==> config.mk <==
export PLATFORM = sky130hd
export DESIGN_NAME = branch_fwd_hazard_unit
export DESIGN_NICKNAME = d
export VERILOG_FILES = /design/src/rtl/branch_fwd_pkg.sv /design/src/rtl/branch_fwd_hazard_unit_fwd_src_check.sv /design/src/rtl/branch_fwd_hazard_unit.sv
export SDC_FILE = /design/constraint.sdc
export NUM_CORES = 1
export LEC_CHECK = 0
export CAP_MARGIN = 20
export CORE_MARGIN = 5
export CORE_UTILIZATION = 45
export CTS_BUF_LIST = sky130_fd_sc_hd__clkbuf_16
export CTS_CLUSTER_DIAMETER = 120
export DETAILED_ROUTE_END_ITERATION = 10
export PLACE_DENSITY = 0.78
export REMOVE_ABC_BUFFERS = 1
export SETUP_SLACK_MARGIN = 0.2
export SYNTH_ARGS = -nofsm -noshare
export SYNTH_HDL_FRONTEND = slang
export SYNTH_HIERARCHICAL = 1
export SYNTH_SLANG_ARGS = --single-unit
==> constraint.sdc <==
create_clock -name Clk -period 6.8 [get_ports Clk]
set_clock_uncertainty 0.05 [all_clocks]
set_input_delay 1.36 -clock Clk [delete_from_list [all_inputs] [get_ports Clk]]
set_output_delay 1.36 -clock Clk [all_outputs]
set_load 0.005 [all_outputs]
==> src/rtl/branch_fwd_pkg.sv <==
// Shared encodings for the ID-stage branch forwarding / hazard unit.
package branch_fwd_pkg;

  localparam logic [1:0] FWD_RF    = 2'd0;
  localparam logic [1:0] FWD_EXMEM = 2'd1;
  localparam logic [1:0] FWD_MEMWB = 2'd2;

  typedef enum logic {
    ST_IDLE = 1'b0,
    ST_HOLD = 1'b1
  } state_e;

  function automatic logic [1:0] max_need(input logic [1:0] a, input logic [1:0] b);
    return (a > b) ? a : b;
  endfunction

endpackage

==> src/rtl/branch_fwd_hazard_unit_fwd_src_check.sv <==
// Per-operand producer match: stall need and forwarding select for one branch source.
// MEM/WB forwarding is enabled by defining BRANCH_FWD_MEMWB_EN.
module fwd_src_check
  import branch_fwd_pkg::*;
#(
  parameter int REG_AW = 5
) (
  input  logic              branch,
  input  logic [REG_AW-1:0] src,
  input  logic [REG_AW-1:0] ex_rd,
  input  logic              ex_we,
  input  logic              ex_ld,
  input  logic [REG_AW-1:0] mem_rd,
  input  logic              mem_we,
  input  logic              mem_ld,
  input  logic [REG_AW-1:0] wb_rd,
  input  logic              wb_we,
  output logic [1:0]        need,
  output logic [1:0]        sel
);

  logic live, ex_hit, mem_hit, wb_hit;

  always_comb begin
    live    = branch && (src != '0);
    ex_hit  = live && ex_we  && (ex_rd  == src);
    mem_hit = live && mem_we && (mem_rd == src);
    wb_hit  = live && wb_we  && (wb_rd  == src);

    need = 2'd0;
    if (ex_hit)
      need = ex_ld ? 2'd2 : 2'd1;
    else if (mem_hit && mem_ld)
      need = 2'd1;

    // Youngest producer wins; a load in MEM has no data yet and is covered by the stall.
    sel = FWD_RF;
    if (mem_hit && !mem_ld)
      sel = FWD_EXMEM;
    else if (wb_hit)
`ifdef BRANCH_FWD_MEMWB_EN
      sel = FWD_MEMWB;
`else
      sel = FWD_RF;
`endif
  end

endmodule

==> src/rtl/branch_fwd_hazard_unit.sv <==
// ID-stage branch operand forwarding and hazard stall unit (IDLE/HOLD FSM, stall counter).
// Optional MEM/WB forwarding path: define BRANCH_FWD_MEMWB_EN.
module branch_fwd_hazard_unit
  import branch_fwd_pkg::*;
#(
  parameter int REG_AW  = 5,
  parameter int NUM_SRC = 2,
  parameter int CNT_W   = 16
) (
  input  logic                      Clk,
  input  logic                      Reset,
  input  logic                      ID_Branch,
  input  logic [NUM_SRC*REG_AW-1:0] src_ID,
  input  logic [REG_AW-1:0]         ID_EX_rd,
  input  logic                      ID_EX_RegWrite,
  input  logic                      ID_EX_MemRead,
  input  logic [REG_AW-1:0]         EX_MEM_rd,
  input  logic                      EX_MEM_RegWrite,
  input  logic                      EX_MEM_MemRead,
  input  logic [REG_AW-1:0]         MEM_WB_rd,
  input  logic                      MEM_WB_RegWrite,
  input  logic                      Flush,
  output logic [NUM_SRC*2-1:0]      fwd_sel,
  output logic                      Stall,
  output logic                      Bubble,
  output logic [CNT_W-1:0]          stall_cycles
);

  logic [1:0]           need [NUM_SRC];
  logic [NUM_SRC*2-1:0] sel_raw;
  logic [1:0]           need_max;
  state_e               state, nxt_state;
  logic [1:0]           cnt, nxt_cnt;

  for (genvar i = 0; i < NUM_SRC; i++) begin : g_src
    fwd_src_check #(.REG_AW(REG_AW)) u_chk (
      .branch (ID_Branch),
      .src    (src_ID[i*REG_AW +: REG_AW]),
      .ex_rd  (ID_EX_rd),
      .ex_we  (ID_EX_RegWrite),
      .ex_ld  (ID_EX_MemRead),
      .mem_rd (EX_MEM_rd),
      .mem_we (EX_MEM_RegWrite),
      .mem_ld (EX_MEM_MemRead),
      .wb_rd  (MEM_WB_rd),
      .wb_we  (MEM_WB_RegWrite),
      .need   (need[i]),
      .sel    (sel_raw[i*2 +: 2])
    );
  end

  always_comb begin
    need_max = 2'd0;
    for (int i = 0; i < NUM_SRC; i++)
      need_max = max_need(need_max, need[i]);
  end

  always_comb begin
    nxt_state = state;
    nxt_cnt   = cnt;
    Stall     = 1'b0;
    fwd_sel   = '0;
    if (!Reset) begin
      if (state == ST_IDLE && need_max == 2'd0)
        fwd_sel = sel_raw;
      if (Flush) begin
        nxt_state = ST_IDLE;
        nxt_cnt   = 2'd0;
      end else begin
        case (state)
          ST_IDLE: begin
            Stall = (need_max != 2'd0);
            if (need_max == 2'd2) begin
              nxt_state = ST_HOLD;
              nxt_cnt   = 2'd1;
            end
          end
          ST_HOLD: begin
            Stall   = 1'b1;
            nxt_cnt = cnt - 2'd1;
            if (cnt <= 2'd1)
              nxt_state = ST_IDLE;
          end
          default: nxt_state = ST_IDLE;
        endcase
      end
    end
    Bubble = Stall;
  end

  always_ff @(posedge Clk) begin
    if (Reset) begin
      state        <= ST_IDLE;
      cnt          <= 2'd0;
      stall_cycles <= '0;
    end else begin
      state <= nxt_state;
      cnt   <= nxt_cnt;
      if (Stall && (stall_cycles != '1))
        stall_cycles <= stall_cycles + CNT_W'(1);
    end
  end

endmodule
==> out/qor.txt <==
status: completed
CTS clk-pin slew, worst paths: 0.05 ns
cell area after layout: 2050 um^2
fmax: 0.162 GHz
hpwl dp: 2870 um
CTS tree: done
worst skew pair latency: 0.25 ns
setup ws final: 0.608 ns
sequential fraction of the synthesis area: 25.7%
peak fanout along the critical path: 9
register area: 380 um^2
Post-route DRC: 0
via count: 1374
PwrDens: 135 nW/um^2
largest net degree at the start of global routing: 21
area of the multi-input gates: 1040 um^2
Rows: 20
GRT Util Overall: 17.2%
IR drop worst, VDD: 0.0000899 V
antenna viol nets, final: 0
Tightest Hold Check Type: register to register
Core Footprint: 3100 um^2
GR Overflow Total: 0
Die X-Extent: 67.4 um
Top FF cell, synth: dfxtp_1
crit path time final: 6.19 ns
crit end category: output pin
Netlist cell types: 39
post_cts resized: 0
most frequent cells in the layout: 47 x clkdlybuf4s50_1, 26 x xnor2_1, 19 x nor2_1, 19 x dfxtp_1, 13 x nand2_1
GPL Wtd Cong: 0.815
Slew @ Worst Pin: 0.708 ns
first-pass GRT wire length: 6110 um
post-place setup slack: 0.593 ns
Yosys reg bits: 19
arrival time worst endpoint: 4.78 ns
Nets: 260
final hold violation count: 0
Rel. slew slack: 52.6%
Yosys Warn Count: 6
max-slew violation count: 0
total wire length: 3590 um
DP Area: 1970 um^2
synthesized instance count: 175
Final period util: 91.1%
Num Clock Sinks: 19
IO buf count: 47
TritonCTS buffer count: 3
fin util: 66.0%
clk buf depth: 2
setup bufs post-CTS: 0
H-tree depth: 1
Leak Pwr: 0.641 nW
1st-pass router iterations: 4
Critical Path Start Type: input port
DRT iter0 DRCs: 53
cell area after synthesis: 1480 um^2
Post-CTS Hold Fix Bufs: 0
Ports: 56
Initial Util: 47.7%
WL/cell: 13.6 um
Via density: 5.20
Root Driver: clkbuf_16
path type of the worst setup path: input port to output pin
unrepaired setup endpoints after global routing: no
Diodes inserted: 0
Layout area overhead: 38.5%
max_cap viols: 0
DIE AREA: 4540 um^2
fillers: 290
ys async rst share: 0%
Die Y: 67.4 um
Mapped Avg Cell Area: 8.46 um^2
Final setup viols: 0
required time worst endpoint: 5.39 ns
initial antenna violation count: 0
Setup Total Neg Slack: 0 ns
number of synthesized flops with an enable pin: 0
commonest non-fill, non-tap cell in the layout: clkdlybuf4s50_1
layout cells sized above 1: 9.55%
vias in the first global route: 1381
-- path summary, 6_finish.rpt --
path	from	end	slack, ns	depth (start not counted)
setup reg to reg	stall_cycles[0]	stall_cycles[6]	4.58	7
hold reg to reg	cnt[1]	cnt[1]	0.44	1
setup / recovery	src_ID[4]	fwd_sel[0]	0.61	13
hold / removal	cnt[1]	cnt[1]	0.44	1
-- metal layers --
metal  track usage (%)  vias to the layer above  part of all wire, %
met2              30.8                       35                   51
met1              20.8                      630                   43
met4              3.04                        0                 0.70
met5                 0                        -                    0
li1                  -                      707                    -
met3              4.49                        2                  5.0
-- registers in the layout, summed over array words and instances (netlist names) --
| name | cells |
|---|---|
| cnt | 2 |
| state | 1 |
| stall_cycles | 16 |
-- power breakdown --
group	internal (W)	switching, W	total (W)
clock	0.0000781	0.0000396	0.000118
combinational	0.0000261	0.0000206	0.0000467
sequential	0.000112	0.000000191	0.000112
-- metrics by stage --
stage	hold slack (ns)	power, W	std cells
2_1_floorplan	0.405	0.000134	169
3_3_place_gp	0.416	0.000159	260
3_5_place_dp	0.427	0.000161	260
4_1_cts	0.440	0.000280	264
5_1_grt	0.478	0.000288	264
6_report	0.441	0.000276	264
-- cells in the mapped netlist, types with 3 or more instances --
library cell / number / area [um^2]
nor4_1: 3 / 18.8
xnor2_1: 26 / 228
nor3_1: 4 / 20.0
nand3_1: 8 / 40.0
nand4_1: 10 / 62.6
nor3_2: 3 / 30.0
nor3b_1: 3 / 22.5
dfxtp_1: 19 / 380
buf_4: 3 / 22.5
ha_1: 5 / 62.6
nand2_1: 13 / 48.8
and2_1: 6 / 37.5
or3_1: 5 / 31.3
xor2_1: 7 / 61.3
nor2_1: 19 / 71.3
a21oi_1: 4 / 20.0
inv_1: 6 / 22.5
-- worst max-delay path, stage by stage --
cell and delay (ns):
clkdlybuf4s50_1 0.50, or4_4 0.56, o21ai_4 0.16, nor3_2 0.07, mux2i_1 0.19, inv_1 0.09
ha_1 0.28, inv_1 0.05, o22ai_2 0.31, mux2i_4 0.45, nor2_1 0.12, and2_1 0.20
clkdlybuf4s50_1 0.44
-- area by class of cell --
cell class                 instances  area share, %
multi-input combinational        144           50.9
timing repair buffer              47           23.0
sequential                        19           18.6
clock buffer                       3           3.66
tap                               44           2.69
inverter                           6           1.10
clock inverter                     1          0.183
-- cells by family after synthesis --
kind of cell,after synthesis,share of synthesized area [%]
adder cells (fa/ha/maj),5,4.23
AO/OA/AOI/OAI,14,7.69
buffers and inverters,12,3.89
other,2,0.507
XOR/XNOR,33,19.5
AND/OR/NAND/NOR,86,34.6
multiplexers,4,3.89
flip-flops,19,25.7
Note: power is estimated with default switching activity, not from simulation.
